$ cat config.mk
export PLATFORM = sky130hd
export DESIGN_NAME = snake_run_ctrl
export DESIGN_NICKNAME = d
export VERILOG_FILES = /design/src/rtl/snake_run_ctrl.sv
export SDC_FILE = /design/constraint.sdc
export NUM_CORES = 1
export LEC_CHECK = 0
export CORE_MARGIN = 3
export CORE_UTILIZATION = 60
export DETAILED_ROUTE_END_ITERATION = 16
export HOLD_SLACK_MARGIN = 0.03
export PLACE_DENSITY = 0.77
export RECOVER_POWER = 100
export SLEW_MARGIN = 20
export SYNTH_ARGS = -nofsm -noshare
export SYNTH_HDL_FRONTEND = slang
export SYNTH_SLANG_ARGS = --single-unit
export TNS_END_PERCENT = 50
$ cat constraint.sdc
create_clock -name clk -period 3.31 [get_ports clk]
set_input_delay 0.4965 -clock clk [delete_from_list [all_inputs] [get_ports clk]]
set_output_delay 0.4965 -clock clk [all_outputs]
set_load 0.02 [all_outputs]
$ cat src/rtl/snake_run_ctrl.sv
// Start/pause button conditioning and run/pause FSM for the LED snake game.
// Emits the run level, three single-clk step strobes and a long-press soft clear.
module snake_run_ctrl #(
    parameter int DEB_DIV_W    = 16,
    parameter int DEB_N        = 4,
    parameter int HOLD_SAMPLES = 1536,
    parameter int FAST_W       = 24,
    parameter int MID_W        = 25,
    parameter int SLOW_W       = 26
) (
    input  logic       clk,
    input  logic       rst,
    input  logic       btn,
    output logic       btn_level,
    output logic       en,
    output logic       tick_fast,
    output logic       tick_mid,
    output logic       tick_slow,
    output logic       soft_clr,
    output logic [1:0] state
);
    localparam int HOLD_W = $clog2(HOLD_SAMPLES + 1);

    typedef enum logic [1:0] {
        IDLE  = 2'd0,
        RUN   = 2'd1,
        PAUSE = 2'd2
    } state_t;

    logic [1:0]           sync_r;
    logic [DEB_DIV_W-1:0] pre_r;
    logic [DEB_N-1:0]     shift_r;
    logic                 level_r;
    logic                 level_d_r;
    logic [HOLD_W-1:0]    hold_r;
    logic                 long_done_r;
    logic                 short_r;
    state_t               state_r;
    state_t               state_nxt_s;
    logic [SLOW_W-1:0]    cnt_r;
    logic [SLOW_W-1:0]    cnt_nxt_s;
    logic                 en_r;
    logic                 tick_fast_r;
    logic                 tick_mid_r;
    logic                 tick_slow_r;
    logic                 soft_clr_r;
    logic                 sample_stb_s;
    logic                 long_hit_s;
    logic                 en_nxt_s;

    assign sample_stb_s = &pre_r;
    // The hold counter is about to reach HOLD_SAMPLES; only possible once per press.
    assign long_hit_s   = sample_stb_s & level_r & (hold_r == HOLD_W'(HOLD_SAMPLES - 1));
    assign en_nxt_s     = (state_nxt_s == RUN);

    assign btn_level = level_r;
    assign en        = en_r;
    assign tick_fast = tick_fast_r;
    assign tick_mid  = tick_mid_r;
    assign tick_slow = tick_slow_r;
    assign soft_clr  = soft_clr_r;
    assign state     = state_r;

    // Synchronizer, sample prescaler and shift-register debounce.
    always_ff @(posedge clk or posedge rst) begin
        if (rst) begin
            sync_r    <= 2'b00;
            pre_r     <= '0;
            shift_r   <= '0;
            level_r   <= 1'b0;
            level_d_r <= 1'b0;
        end else begin
            sync_r    <= {sync_r[0], btn};
            pre_r     <= pre_r + DEB_DIV_W'(1'b1);
            if (sample_stb_s) begin
                shift_r <= {shift_r[DEB_N-2:0], sync_r[1]};
            end
            if (&shift_r) begin
                level_r <= 1'b1;
            end else if (~|shift_r) begin
                level_r <= 1'b0;
            end
            level_d_r <= level_r;
        end
    end

    // Press classification: saturating hold count, long-press latch, short-press pulse.
    always_ff @(posedge clk or posedge rst) begin
        if (rst) begin
            hold_r      <= '0;
            long_done_r <= 1'b0;
            short_r     <= 1'b0;
        end else begin
            if (!level_r) begin
                hold_r <= '0;
            end else if (sample_stb_s && (hold_r != HOLD_W'(HOLD_SAMPLES))) begin
                hold_r <= hold_r + HOLD_W'(1'b1);
            end
            if (long_hit_s) begin
                long_done_r <= 1'b1;
            end else if (!level_r) begin
                long_done_r <= 1'b0;
            end
            // A release that ends a long press is swallowed here.
            short_r <= level_d_r & ~level_r & ~long_done_r;
        end
    end

    // Next state and tick counter; a long press overrides a coincident short press.
    always_comb begin
        state_nxt_s = state_r;
        cnt_nxt_s   = cnt_r;
        if (long_hit_s) begin
            state_nxt_s = IDLE;
        end else if (short_r) begin
            case (state_r)
                IDLE:    state_nxt_s = RUN;
                RUN:     state_nxt_s = PAUSE;
                PAUSE:   state_nxt_s = RUN;
                default: state_nxt_s = IDLE;
            endcase
        end else begin
            state_nxt_s = state_r;
        end
        if (long_hit_s) begin
            cnt_nxt_s = '0;
        end else begin
            case (state_r)
                IDLE:    cnt_nxt_s = '0;
                RUN:     cnt_nxt_s = cnt_r + SLOW_W'(1'b1);
                PAUSE:   cnt_nxt_s = cnt_r;
                default: cnt_nxt_s = '0;
            endcase
        end
    end

    // State, counter and all game-facing outputs, registered from the next-state view.
    always_ff @(posedge clk or posedge rst) begin
        if (rst) begin
            state_r     <= IDLE;
            cnt_r       <= '0;
            en_r        <= 1'b0;
            tick_fast_r <= 1'b0;
            tick_mid_r  <= 1'b0;
            tick_slow_r <= 1'b0;
            soft_clr_r  <= 1'b0;
        end else begin
            state_r     <= state_nxt_s;
            cnt_r       <= cnt_nxt_s;
            en_r        <= en_nxt_s;
            tick_fast_r <= en_nxt_s & (&cnt_nxt_s[FAST_W-1:0]);
            tick_mid_r  <= en_nxt_s & (&cnt_nxt_s[MID_W-1:0]);
            tick_slow_r <= en_nxt_s & (&cnt_nxt_s);
            soft_clr_r  <= long_hit_s;
        end
    end

endmodule

==> impl_metrics.py <==
metrics = {
    "hold_path": {
        "hold_path_class": "register to register",
        "hold_depth": 0,
    },
    "worst_setup_path": {
        "worstSetupEndpointType": "register",
        "critPathMaxFanout": 18,
        "arrival_ns": 3.13,
        "ff2ff_path_depth": 7,
        "required_ns": 3.55,
        "slowest_delay_ns": 0.70,
        "slowest_stage": "clkbuf_1",
        "cp-start-kind": "register",
        "worstPathCellList": "ha_1 -> and4_1 -> nand2_1 -> o31ai_4 -> clkbuf_1 -> a311oi_1 -> and3b_1",
        "critical_path_class": "register to register",
    },
    "place": {
        "dp_slack_ns": 0.536,
        "io_buffers": 10,
        "gp_congestion": 0.863,
        "dp_hpwl_um": 5510,
    },
    "sta": {
        "relSlewSlack": -0.0965,
        "max_freq_mhz": 347,
        "min_period_ns": 2.88,
        "fin_crit_sh": 0.871,
        "finClkSkew_ns": 0.00797,
        "setup_ws_ns": 0.428,
        "worst_slew_pin_slew_ns": 1.64,
        "hold_slack_ns": 0.353,
        "hold_viol_final": 0,
        "slew_violations": 71,
        "finalSetupViolCount": 0,
        "finalSetupTns_ns": 0,
        "grt_setup_unrepaired": "no",
    },
    "finish": {
        "multi_input_comb_area_mm2": 0.00196,
        "drive_above_1_share": 0.0900,
        "nets": 406,
        "antenna_cells": 0,
        "fill_cells": 485,
        "final_core_util": 0.692,
        "seq_area_mm2": 0.00175,
        "synthToLayoutAreaGrowth_pct": 9.49,
    },
    "logic_synthesis": {
        "syn_avg_cell_area_um2": 9.92,
        "yosys.area_share.simple": 0.280,
        "synth_compound_area_frac": 0.131,
        "synthDistinctLibCells": 59,
        "synth_edf_count": 0,
        "synthMuxAreaShare": 0.0197,
        "synth-main-ff-cell": "dfrtp_1",
        "synthesis.nets": 394,
        "synth_warnings": 0,
        "synthXorXnorAreaFrac": 0.0575,
        "synth_top_area_share": 0.460,
        "yosys-top-cells-area": "dfrtp_1, xnor2_1, nor2_1",
        "synth-async-reset-ratio": 1.00,
        "synth_fa_ha_area_frac": 0.0230,
        "seq_area_frac_synth": 0.460,
        "synth-seq-cells": 70,
        "syn_inst": 384,
        "synth_top_area_cell": "dfrtp_1",
        "synth_top_family_by_area": "simple AND/OR/NAND/NOR gates",
        "synth_area_mm2": 0.00381,
    },
    "clock_tree": {
        "cts_buffer_depth": 2,
        "cts_tree": "done",
        "cts_buffers": 9,
        "ctsResizeCount": 0,
        "cts_setup_buffers": 0,
        "root_buffer": "clkbuf_8",
        "path_clk_slew_ns": 0.07,
        "clk_latency_ns": 0.35,
        "holdBufCountCts": 0,
        "h-tree-depth": 3,
        "cts_sinks": 70,
    },
    "grt": {
        "top_usage_layer": "met2",
        "grt_usage": 0.243,
        "grt_overflow": 0,
        "grt_use_met2": 0.368,
        "grt_pass1_wl_um": 14000,
        "grt_max_degree": 71,
        "antenna_found_initial": 0,
        "grt_use_met3": 0.0605,
        "grt.met1_usage": 0.339,
        "grt_pass1_vias": 2902,
    },
    "pwr": {
        "p_int_mw": 1.20,
        "powerDensity_mw_per_mm2": 369,
        "power_frac_seq": 0.556,
        "p_comb_frac": 0.012,
        "clock_power_share": 0.433,
        "p_sw_uw": 341,
        "peakVddDrop_v": 0.000349,
        "switching_share": 0.221,
        "p_leak_nw": 1.73,
        "total_power_mw": 1.54,
    },
    "floorplanning": {
        "coreArea_mm2": 0.00603,
        "rows": 28,
        "die_y_um": 85.7,
        "die_w_um": 85.7,
        "dieArea_mm2": 0.00734,
        "ios": 11,
        "initial_utilization": 0.632,
    },
    "routing": {
        "ant_nets": 0,
        "drt-wirelength-per-cell_um": 16.9,
        "drc": 0,
        "vias_per_cell": 6.30,
        "vias": 2991,
        "drtIter0Drc": 298,
        "totalWireLength_um": 8020,
        "firstDrtPassIters": 5,
    },
    "run_status": {
        "status": "complete, but fails checks",
        "violations": "capacitance limit, slew limit",
    },
    "flow_run": {
        "maxCapViolCount": 1,
    },
}
-- per-layer routing --
layer,up-vias,share of wire,routed length [um]
met1,1449,0.46,3730
met5,-,0,0
met4,0,0.012,95
li1,1448,-,-
met3,13,0.048,388
met2,81,0.47,3810
-- sequential cells by signal, indices dropped and copies added (netlist names), 2 cells and up --
signal and cells:
cnt_r 26, hold_r 11, pre_r 16, shift_r 4, state 2, sync_r 2
-- worst paths after layout --
kind,from,end,slack [ns]
min reg2reg,sync_r[0]$_DFF_PP0_,sync_r[1]$_DFF_PP0_,0.35
min,sync_r[0]$_DFF_PP0_,sync_r[1]$_DFF_PP0_,0.35
min in group asynchronous,rst,soft_clr$_DFF_PP0_,1.17
max,pre_r[0]$_DFF_PP0_,tick_slow$_DFF_PP0_,0.43
max reg2reg,pre_r[0]$_DFF_PP0_,tick_slow$_DFF_PP0_,0.43
max in group asynchronous,rst,cnt_r[5]$_DFF_PP0_,1.18
-- cell usage in the layout, fill, tap and decap left out, drive strengths merged, types with 9 or more instances in the layout --
master | synthesis | layout
xnor2 | 18 | 18
inv | 12 | 11
o21ai | 12 | 12
nor2 | 31 | 31
and2 | 14 | 14
nand2 | 27 | 27
a21oi | 15 | 15
dlygate4sd3 | 0 | 10
nand4 | 17 | 17
clkbuf | 12 | 12
dfrtp | 70 | 70
nand3 | 23 | 23
and3 | 9 | 9
-- cell usage after synthesis, types with 8 or more instances --
cell,number
dfrtp_1,70
nor2_1,31
nand2_1,27
nand3_1,21
xnor2_1,18
a21oi_1,15
nand4_1,15
and2_1,14
inv_1,12
o21ai_0,12
clkbuf_1,11
and3_1,9
and4_1,8
-- power by group through the flow --
| stage | Combinational, mW | Sequential [mW] | Clock, mW |
|---|---|---|---|
| 4_1_cts | 0.0205 | 0.856 | 0.677 |
| 2_1_floorplan | 0.0125 | 0.873 | 0 |
| 3_5_place_dp | 0.0205 | 0.873 | 0 |
| 6_report | 0.0177 | 0.856 | 0.667 |
| 3_3_place_gp | 0.0199 | 0.873 | 0 |
| 5_1_grt | 0.0216 | 0.856 | 0.708 |
-- final cells by class --
| class | count | share of cell area |
|---|---|---|
| inverter | 12 | 0.0108 |
| timing repair buffer | 16 | 0.0324 |
| sequential | 70 | 0.420 |
| clock inverter | 6 | 0.0153 |
| multi-input combinational | 287 | 0.469 |
| clock buffer | 9 | 0.0297 |
| tap | 75 | 0.0225 |
-- critical path, delay by kind of cell, from the launching register on --
family | cells | cell delay [ns]
buf+inv | 1 | 0.70
simple gates | 3 | 0.68
compound gates | 2 | 0.67
flops | 1 | 0.43
fa+ha+maj | 1 | 0.29
-- through the flow --
stage	std cells	instance area, um^2
2_1_floorplan	384	3810
3_3_place_gp	460	4000
3_5_place_dp	460	4000
4_1_cts	475	4190
5_1_grt	475	4170
6_report	475	4170
-- kinds of logic after synthesis --
kind of cell               Yosys count
buffers and inverters               27
AOI/OAI and AO/OA                   72
and+or+nand+nor                    176
adders and majority gates            7
DFF                                 70
xor gates and xnor gates            25
muxes                                7
Note: power is estimated with default switching activity, not from simulation.
